## src/rtl/xs3_pkg.sv

```systemverilog
// Shared types and constants for the Excess-3 serial BCD adder.
// Holds the controller state encoding and the digit-arithmetic constants.
package xs3_pkg;

  typedef enum logic [1:0] {
    IDLE = 2'd0,
    RUN  = 2'd1,
    DONE = 2'd2
  } xs3_state_t;

  localparam logic [3:0] XS3_BIAS = 4'd3;
  localparam logic [3:0] BCD_MAX  = 4'd9;
  localparam logic [3:0] BCD_CORR = 4'd6;

endpackage

```

## src/rtl/xs3_digit_add.sv

```systemverilog
// One-digit Excess-3 adder slice, purely combinational.
// Latency: none. Backpressure: none, the controller sequences it.
module xs3_digit_add
  import xs3_pkg::*;
(
  input  logic [3:0] a,
  input  logic [3:0] b,
  input  logic       cin,
  output logic [3:0] bcd,
  output logic [3:0] xs3,
  output logic       cout,
  output logic       bad
);

  logic [4:0] s;

  always_comb begin
    s    = {1'b0, a} + {1'b0, XS3_BIAS} + {1'b0, b} + {1'b0, XS3_BIAS} + {4'd0, cin};
    cout = s[4];
    // A carry out of the biased sum leaves the low nibble as plain BCD;
    // otherwise the nibble still carries both biases and needs the correction.
    if (s[4]) begin
      bcd = s[3:0];
      xs3 = s[3:0] + XS3_BIAS;
    end else begin
      bcd = s[3:0] - BCD_CORR;
      xs3 = s[3:0] - XS3_BIAS;
    end
    bad = (a > BCD_MAX) || (b > BCD_MAX);
  end

endmodule

```

## src/rtl/xs3_serial_adder_ctrl.sv

```systemverilog
// Serial multi-digit BCD adder, one Excess-3 digit per clock, LSD first.
// Latency: DIGITS+1 cycles to out_valid; result held until out_ready, no accept while busy.
module xs3_serial_adder_ctrl
  import xs3_pkg::*;
#(
  parameter int DIGITS = 4
) (
  input  logic                  clk,
  input  logic                  rst_n,
  input  logic                  in_valid,
  output logic                  in_ready,
  input  logic [4*DIGITS-1:0]   a_bcd,
  input  logic [4*DIGITS-1:0]   b_bcd,
  input  logic                  carry_in,
  output logic                  out_valid,
  input  logic                  out_ready,
  output logic [4*DIGITS-1:0]   sum_bcd,
  output logic [4*DIGITS-1:0]   sum_xs3,
  output logic                  carry_out,
  output logic                  bad_digit
);

  localparam int IW = (DIGITS > 1) ? $clog2(DIGITS) : 1;

  xs3_state_t          state_q, state_d;
  logic [IW-1:0]       idx;
  logic [4*DIGITS-1:0] a_q, b_q;
  logic                carry_q;
  logic                last_digit;

  logic [3:0] dig_a, dig_b, dig_bcd, dig_xs3;
  logic       dig_cout, dig_bad;

  assign last_digit = (idx == IW'(DIGITS - 1));
  assign dig_a      = a_q[{idx, 2'b00} +: 4];
  assign dig_b      = b_q[{idx, 2'b00} +: 4];

  xs3_digit_add u_digit (
    .a    (dig_a),
    .b    (dig_b),
    .cin  (carry_q),
    .bcd  (dig_bcd),
    .xs3  (dig_xs3),
    .cout (dig_cout),
    .bad  (dig_bad)
  );

  always_ff @(posedge clk or negedge rst_n) begin
    if (!rst_n) state_q <= IDLE;
    else        state_q <= state_d;
  end

  always_comb begin
    state_d   = state_q;
    in_ready  = 1'b0;
    out_valid = 1'b0;
    unique case (state_q)
      IDLE: begin
        in_ready = 1'b1;
        if (in_valid) state_d = RUN;
      end
      RUN: begin
        if (last_digit) state_d = DONE;
      end
      DONE: begin
        out_valid = 1'b1;
        if (out_ready) state_d = IDLE;
      end
      default: state_d = IDLE;
    endcase
  end

  always_ff @(posedge clk or negedge rst_n) begin
    if (!rst_n) begin
      idx       <= '0;
      a_q       <= '0;
      b_q       <= '0;
      carry_q   <= 1'b0;
      sum_bcd   <= '0;
      sum_xs3   <= '0;
      carry_out <= 1'b0;
      bad_digit <= 1'b0;
    end else begin
      unique case (state_q)
        IDLE: begin
          if (in_valid) begin
            a_q       <= a_bcd;
            b_q       <= b_bcd;
            carry_q   <= carry_in;
            bad_digit <= 1'b0;
            idx       <= '0;
          end
        end
        RUN: begin
          sum_bcd[{idx, 2'b00} +: 4] <= dig_bcd;
          sum_xs3[{idx, 2'b00} +: 4] <= dig_xs3;
          carry_q   <= dig_cout;
          bad_digit <= bad_digit | dig_bad;
          if (last_digit) carry_out <= dig_cout;
          else            idx       <= idx + IW'(1);
        end
        default: ;
      endcase
    end
  end

endmodule

```

## config.mk

```make
export PLATFORM = sky130hd
export DESIGN_NAME = xs3_serial_adder_ctrl
export DESIGN_NICKNAME = d
export VERILOG_FILES = /design/src/rtl/xs3_pkg.sv /design/src/rtl/xs3_digit_add.sv /design/src/rtl/xs3_serial_adder_ctrl.sv
export SDC_FILE = /design/constraint.sdc
export NUM_CORES = 1
export LEC_CHECK = 0
export CELL_PAD_IN_SITES_DETAIL_PLACEMENT = 0
export CELL_PAD_IN_SITES_GLOBAL_PLACEMENT = 1
export CORE_ASPECT_RATIO = 2
export CORE_UTILIZATION = 30
export CTS_CLUSTER_DIAMETER = 200
export CTS_CLUSTER_SIZE = 12
export DETAILED_ROUTE_END_ITERATION = 10
export PLACE_DENSITY_LB_ADDON = 0.1
export SLEW_MARGIN = 20
export SYNTH_ARGS = -nofsm -noshare
export SYNTH_HDL_FRONTEND = slang
export SYNTH_HIERARCHICAL = 1
export SYNTH_SLANG_ARGS = --single-unit
```

## constraint.sdc

```tcl
create_clock -name clk -period 4.5 [get_ports clk]
set_clock_uncertainty 0.2 [all_clocks]
set_input_delay 0.9 -clock clk [delete_from_list [all_inputs] [get_ports clk]]
set_output_delay 0.9 -clock clk [all_outputs]
set_load 0.02 [all_outputs]
```

# Yosys cells after proc, flatten, opt, wreduce, memory -nomap -nowiden
# Cells that the tools add are included.
[classes]
addsub = 9
order_cmp = 2
n_eq_ne = 7
shift = 5
n_mux = 17
bitwise_logic = 1
n_reduce_logical = 8
[op_table]
columns = ["cell", "n"]
rows = [
  ["bitwise mux 16 bit", 2],
  ["variable part select 16 x 5 -> 4 bit", 2],
  ["variable part select 4 x 6 -> 16 bit", 2],
  ["variable shift 4 x 6 -> 16 bit (first input constant)", 1],
  ["2-to-1 mux 2 bit", 5],
  ["greater-than comparator 4 bit (second input constant)", 2],
  ["2-to-1 mux 4 bit", 2],
  ["inequality test 2 bit (second input constant)", 4],
  ["negation 4 -> 6 bit", 1],
  ["case mux 2 bit (3 select lines)", 1],
  ["AND reduction 2 bit", 3],
  ["AND reduction 3 bit", 2],
  ["adder 4 x 2 -> 5 bit (second input constant)", 1],
  ["adder 5 x 1 -> 5 bit", 1],
  ["adder 5 x 2 -> 5 bit (second input constant)", 1],
  ["adder 5 x 4 -> 5 bit", 1],
  ["adder 4 x 2 -> 4 bit (second input constant)", 1],
  ["== test 2 bit (second input constant)", 2],
  ["2-to-1 mux 1 bit", 4],
  ["case mux 1 bit (2 select lines)", 2],
  ["case mux 2 bit (2 select lines)", 1],
  ["subtractor 4 x 2 -> 4 bit (second input constant)", 1],
  ["subtractor 4 x 3 -> 4 bit (second input constant)", 1],
  ["adder 2 x 1 -> 2 bit (second input constant)", 1],
  ["other kinds (5)", 5],
]
[word_totals]
ff_bits = 71
in_bits = 37
output_inout_bits = 36
wordCells = 58

# Longest topological paths before layout
[logic_depth]
depth_word = 9
ltp_mapped = 17
ltp_nobuf = 15

# Cells and area by module
# Netlist, hierarchy kept.
[by_module_without_submodules]
columns = ["module", "n_inst", "cells_each", "area_each_um2", "seq_area_each_um2"]
rows = [
  ["xs3_serial_adder_ctrl", 1, 246, 3098.0, 1776.7],
  ["xs3_digit_add", 1, 41, 326.6, 0.0],
]

# Worst setup path after synthesis
# Ideal clock, no wire load.
[synth_path]
kind = "reg-to-reg"
start = "register idx[0]"
end = "register sum_xs3[6]"
setup_ps = 83
arrival_ps = 3336
setup_slack_ps = 881
path_stages_with_launch = 16
path_cell_list = "dfrtp_1 -> buf_4 -> buf_6 -> mux4_2 -> fa_1 -> ha_1 -> a21o_1 -> a21oi_2 -> xnor2_2 -> xor2_1 -> ha_1 -> nor2_1 -> mux2i_1 -> xnor2_1 -> nand2_1 -> o21ai_0"
[synth_rtl]
columns = ["item", "line", "rtl"]
rows = [
  ["start: declaration", "xs3_serial_adder_ctrl.sv:26", "logic [IW-1:0] idx;"],
  ["start signal: assignment", "xs3_serial_adder_ctrl.sv:100", "else idx <= idx + IW'(1);"],
  ["variable part select 16 x 5 -> 4 bit", "xs3_serial_adder_ctrl.sv:35", "assign dig_a = a_q[{idx, 2'b00} +: 4];"],
  ["via dig_a[0]", "xs3_serial_adder_ctrl.sv:31", "logic [3:0] dig_a, dig_b, dig_bcd, dig_xs3;"],
  ["adder 4 x 2 -> 5 bit", "xs3_digit_add.sv:18", "s = {1'b0, a} + {1'b0, XS3_BIAS} + {1'b0, b} + {1'b0, XS3_BIAS} + {4'd0, cin};"],
  ["adder 5 x 4 -> 5 bit", "xs3_digit_add.sv:18", ""],
  ["adder 5 x 2 -> 5 bit", "xs3_digit_add.sv:18", ""],
  ["adder 5 x 1 -> 5 bit", "xs3_digit_add.sv:18", ""],
  ["via dig_cout", "xs3_serial_adder_ctrl.sv:32", "logic dig_cout, dig_bad;"],
  ["2-to-1 mux 4 bit", "xs3_digit_add.sv:22", "if (s[4]) begin"],
  ["via dig_xs3[2]", "xs3_serial_adder_ctrl.sv:31", ""],
  ["variable part select 4 x 6 -> 16 bit", "xs3_serial_adder_ctrl.sv:96", "sum_xs3[{idx, 2'b00} +: 4] <= dig_xs3;"],
  ["bitwise mux 16 bit", "xs3_serial_adder_ctrl.sv:96", ""],
  ["end signal: indexed assignment", "xs3_serial_adder_ctrl.sv:96", ""],
  ["end: declaration", "xs3_serial_adder_ctrl.sv:18", "output logic [4*DIGITS-1:0] sum_xs3,"],
]
# The timed path passes the listed nets, and every way through them passes these cells.
# A chain may end at the register's enable or synchronous reset.

# Final worst setup path
# Same ends and word-level chain as after synthesis.

==> metrics <==
fin nets=414; H-tree Lvls=3; WHS=0.277 ns; post-cts resize count=0; final hold violation count=0; commonest non-fill, non-tap cells in the layout=dfrtp_1, clkdlybuf4s50_1, nand2_1; Clock Sinks=71; Initial Util=0.311; XOR/XNOR share of the synthesized area=0.0175; row cnt=54; largest net degree at the start of global routing=33; gpl congestion=0.773; class of the most critical setup path=reg2reg; CTS tree=yes; grt total ovfl=0; Synth Area in Compound Gates=0.0859; TritonCTS buffer count=9; worst skew pair latency=0.33 ns; Mapped Nets=339; RSZ-0062 raised after global routing=no; die height=153 um; Crit Reg-Reg Endpoint=sum_xs3[6]$_DFFE_PN0P_; vias in the first global route=2538; Synth Flop Type=dfrtp_1; Worst Reg-to-Reg Cells=13; worst hold start=sum_xs3[4]$_DFFE_PN0P_; Final setup viols=0; root buf cell=clkbuf_16; Seq/Total Area, Yosys=0.519; initial antenna violation count=0; PortBufs=72; total track usage=0.153; Hold WC Path Type=reg2reg; Die Wd=77.6 um; Post-synth ARST share=1.00; Startpoint Class=flop; Initial DRC Count=54; Synth Area in Adders=0.0592; Worst R2R Start=idx[0]$_DFFE_PN0P_; Antenna Nets Post-Route=0; DRC=0; clock buffer depth=2; hold_buf cts=0; setup_tns=0 ns; number of fillers in the final layout=1099; min cycle time layout=3.97 ns; placed insts=491; Max Cap Viol=0; Post-Syn Area per Cell=11.9 um^2; Die Area=0.0119 mm^2; mux share of post-synthesis cell area=0.170; Worst-path clk slew=0.05 ns; Slew HR=0.502; main combinational cell family by area after synthesis=multiplexers; Detail Placement HPWL=6250 um; Layout area overhead=33.3%; destination of the worst hold path=sum_xs3[4]$_DFFE_PN0P_; post-CTS setup buffer count=0; period utilisation layout=0.881; drt wl/cell=16.0 um; fmax=252 MHz; Non-Filler Instances=507; Cells on Worst Hold Path=2; Critical Path Sink Type=flop; status=complete, no violations; Via Count=2394; synth warn=6; global-route wire length before repair=13400 um; # IOs=73; Reg2Reg Setup Slack=0.53 ns; Post-synth EDFFs=0; Core Area=0.0110 mm^2; Worst Tran Pin Value=0.747 ns; Synth cell types=35; Synth Area in Simple Gates=0.107; Synth Register Bits=71; Detailed Route WL=8130 um; Mapped Cells=287; Slew Viols, Final=0; WP data required=4.54 ns; Ant. Diodes=0; Via density=4.72; layout cells sized above 1=0.193; Mapped Area=0.00342 mm^2; drt first pass iters=7; CP arrival=4.01 ns; CP Max Fanout=9
==> registers in the layout, summed over array words and instances, names as in the netlist <==
name,cells
b_q,16
bad_digit,1
idx,2
a_q,16
state_q,2
sum_bcd,16
carry_out,1
sum_xs3,16
carry_q,1
==> metrics by stage <==
step | util | setup slack [ns] | instance area [um^2]
after CTS | 0.414 | 0.498 | 4560
after floorplan | - | 0.881 | 3420
after global routing | 0.414 | 0.288 | 4560
final | 0.414 | 0.535 | 4560
after global placement | 0.387 | 0.619 | 4270
after detailed placement | 0.387 | 0.505 | 4270
==> layout make-up <==
| cell class | instances | area (um^2) | area share |
|---|---|---|---|
| Clock buffer | 10 | 239 | 0.0524 |
| Tap cell | 140 | 175 | 0.0384 |
| Inverter | 16 | 60.1 | 0.0132 |
| Timing Repair Buffer | 76 | 746 | 0.163 |
| Sequential cell | 71 | 1780 | 0.389 |
| Multi-Input combinational cell | 188 | 1510 | 0.330 |
| Clock inverter | 6 | 60.1 | 0.0132 |
==> cell families (layout without fill, tap and decap cells) <==
group	Yosys count	after routing
compound gates	50	50
xor+xnor	6	6
fa+ha+maj	15	15
buf+inv	28	108
flops	71	71
mux	44	44
simple gates	73	73
==> layer usage <==
| metal | track usage | up-vias | wire [um] |
|---|---|---|---|
| met5 | 0 | - | 0 |
| met4 | 0.0863 | 0 | 254 |
| met3 | 0.0412 | 12 | 413 |
| met2 | 0.278 | 76 | 4590 |
| met1 | 0.152 | 1155 | 2870 |
| li1 | - | 1151 | - |
==> cells in the mapped netlist (3+ instances only) <==
cell,n,area [um^2]
dfrtp_1,71,1780
nand2_1,50,188
mux2_2,34,383
inv_1,16,60.1
o21ai_1,16,80.1
o21ai_0,14,70.1
ha_1,13,163
nor2_1,10,37.5
a22o_1,8,70.1
mux4_2,8,180
a21oi_1,6,30.0
buf_4,6,45.0
buf_2,4,20.0
xnor2_1,3,26.3
==> worst max-delay path: stages (launching register included) <==
cell,delay (ns)
dfrtp_1,0.68
mux4_2,0.60
fa_1,0.44
ha_1,0.21
a21o_1,0.19
a21oi_2,0.17
xnor2_2,0.23
xor2_1,0.16
ha_1,0.24
nor2_1,0.11
mux2i_1,0.09
xnor2_1,0.34
nand2_1,0.08
o21ai_0,0.14
==> worst max path at each step <==
stage                                   from                      end  slack (ns)  depth (start not counted)
after floorplan           idx[0]$_DFFE_PN0P_   sum_xs3[6]$_DFFE_PN0P_        0.88                         15
after global placement    idx[0]$_DFFE_PN0P_   sum_xs3[6]$_DFFE_PN0P_        0.62                         13
after detailed placement  idx[0]$_DFFE_PN0P_   sum_xs3[6]$_DFFE_PN0P_        0.50                         13
after CTS                 idx[0]$_DFFE_PN0P_   sum_xs3[6]$_DFFE_PN0P_        0.50                         13
after global routing      idx[0]$_DFFE_PN0P_  sum_xs3[10]$_DFFE_PN0P_        0.29                         13
final                     idx[0]$_DFFE_PN0P_   sum_xs3[6]$_DFFE_PN0P_        0.53                         13
Power is not shown: default switching activity piles up to over one toggle a cycle in this logic, so the estimate is an artifact.
==> RTL edit, RTL diff (same flow settings) <==
Change the parameter `DIGITS` from 4 to 2.
--- a/src/rtl/xs3_serial_adder_ctrl.sv
+++ b/src/rtl/xs3_serial_adder_ctrl.sv
@@ -3,7 +3,7 @@
 module xs3_serial_adder_ctrl
   import xs3_pkg::*;
 #(
-  parameter int DIGITS = 4
+  parameter int DIGITS = 2
 ) (
   input  logic                  clk,
   input  logic                  rst_n,
Interface: changed (resized a_bcd, b_bcd, sum_bcd and sum_xs3); port bits go from 73 to 41. The function was not compared with the original's and may differ.
==> RTL edit against the unedited design <==
- final area shrank 44%
- critical path depth shrank 1
- area after synthesis shrank 43%
- sequential cell count shrank 33
- utilization shrank 0.60 points
- worst setup slack gained 0.23 ns
- highest routed layer unchanged
- wire length shrank 52%
Power is not shown: default switching activity piles up to over one toggle a cycle in this logic, so the estimate is an artifact.
==> RTL edit: results (changes against the unedited design) <==
metric;value;unit;change
hp-start;state_q[1]$_DFFE_PN0P_;;was sum_xs3[4]$_DFFE_PN0P_
wl_per_cell;14.4;um;was 16.0 um
grt_max_degree;39;;was 33
timing.hold.worst_endpoint;state_q[0]$_DFFE_PN0P_;;was sum_xs3[4]$_DFFE_PN0P_
yosys-top-cells-count;38 x dfrtp_1, 32 x mux2_2, 14 x inv_1;;was 71 x dfrtp_1, 50 x nand2_1, 34 x mux2_2
post_cts_buffers;0;;unchanged
holdPathStages;1;;was 2
clkSlewWorstSetupHoldPaths;0.05;ns;about the same
vias;1222;;was 2394
yosysUniqueCellTypes;25;;was 35
numCtsBuffers;5;;was 9
dp_hpwl;2990;um;was 6250 um
root_buffer;clkbuf_16;;unchanged
fin_nets;219;;was 414
status;finished clean;;unchanged
insertion_delay;0.28;ns;was 0.33 ns
critPathArrivalTime;3.69;ns;was 4.01 ns
htreeDepth;2;;was 3
synthTopCellsByArea;dfrtp_1 48%, mux2_2 18%, mux2_4 7.7%;;was dfrtp_1 52%, mux2_2 11%, nand2_1 5.5%
antenna_cells;0;;unchanged
track_usage;13.3;%;was 15.3%
yosysSeqAreaShare;48.5;%;was 51.9%
tightest_slew;0.846;ns;was 0.747 ns
r2r_slack;0.77;ns;was 0.53 ns
drive_above_1_share;29.9;%;was 19.3%
first_pass_iters;4;;was 7
gp_congestion;0.760;;was 0.773
grt_pass1_wl;6660;um;was 13400 um
hold_path_class;reg -> reg;;unchanged
drtIter0Drc;34;;was 54
async_flop_share;100;%;unchanged
r2r_cells;12;;was 13
r2r-start;idx$_DFFE_PN0P_;;was idx[0]$_DFFE_PN0P_
cts.repair.resized;0;;unchanged
cp_max_fo;12;;was 9
timing.rr.end;sum_xs3[2]$_DFFE_PN0P_;;was sum_xs3[6]$_DFFE_PN0P_
grt_pass1_vias;1383;;was 2538
port_buffers;40;;was 72
synth_ff_type;dfrtp_1;;unchanged
syn-num-nets;175;;was 339
==> RTL edit: changes by cell type after synthesis, moves of 4 or more <==
cell	before	now
mux2_4	0	10
buf_2	4	0
buf_4	6	2
o21ai_0	14	2
o21ai_1	16	0
nand2_1	50	3
mux4_2	8	0
ha_1	13	8
dfrtp_1	71	38
a22o_1	8	0
==> RTL edit: worst max-delay path by stage <==
stage,startpoint,to,slack (ns),cells after the start
3_5_place_dp,idx$_DFFE_PN0P_,sum_xs3[2]$_DFFE_PN0P_,0.75,12
6_report,idx$_DFFE_PN0P_,sum_xs3[2]$_DFFE_PN0P_,0.77,12
5_1_grt,idx$_DFFE_PN0P_,sum_xs3[2]$_DFFE_PN0P_,0.52,12
2_1_floorplan,idx$_DFFE_PN0P_,sum_xs3[2]$_DFFE_PN0P_,1.06,13
4_1_cts,idx$_DFFE_PN0P_,sum_xs3[2]$_DFFE_PN0P_,0.74,12
3_3_place_gp,idx$_DFFE_PN0P_,sum_xs3[2]$_DFFE_PN0P_,0.86,12
==> RTL edit: stage by stage <==
step | util, % | setup WS, ns | std cells | hold slack, ns | cell area [sq um]
final | 40.8 | 0.766 | 273 | 0.296 | 2580
after global routing | 40.8 | 0.519 | 273 | 0.329 | 2580
after CTS | 40.8 | 0.736 | 273 | 0.309 | 2580
after detailed placement | 38.6 | 0.746 | 267 | 0.294 | 2440
after global placement | 38.6 | 0.862 | 267 | 0.295 | 2440
after floorplan | - | 1.06 | 144 | 0.260 | 1960
==> RTL edit: critical path, stage by stage, from the launching register on <==
cell,delay (ns)
dfrtp_1,0.73
mux2_2,0.43
fa_1,0.43
ha_1,0.20
a21o_1,0.19
a21oi_2,0.17
xnor2_2,0.23
xor2_1,0.24
ha_1,0.20
nor2_1,0.05
mux2i_1,0.16
xnor2_1,0.11
mux2_2,0.27
==> RTL edit: layout make-up <==
cell class                 count  area [sq um]
multi-input combinational     89           932
tap                           86           108
timing repair buffer          40           395
sequential                    38           951
fill                         622          3730
clock buffer                   6           139
inverter                      14          52.6
==> RTL edit: kinds of logic (layout without fill, tap and decap cells) <==
| group | count (synthesis) | count (layout) | share of synthesized area (%) |
|---|---|---|---|
| mux | 45 | 45 | 27.6 |
| xor+xnor | 6 | 6 | 3.06 |
| simple gates | 19 | 19 | 6.95 |
| buf+inv | 17 | 60 | 4.02 |
| compound gates | 9 | 9 | 2.81 |
| fa+ha+maj | 10 | 10 | 7.14 |
| flops | 38 | 38 | 48.5 |
==> RTL edit: routing by layer <==
| metal | vias up | GRT usage (%) | share of wire [%] |
|---|---|---|---|
| li1 | 574 | - | - |
| met1 | 611 | 14.1 | 37 |
| met2 | 31 | 24.1 | 56 |
| met3 | 6 | 3.54 | 4.5 |
| met4 | 0 | 5.24 | 2.1 |
| met5 | - | 0 | 0 |
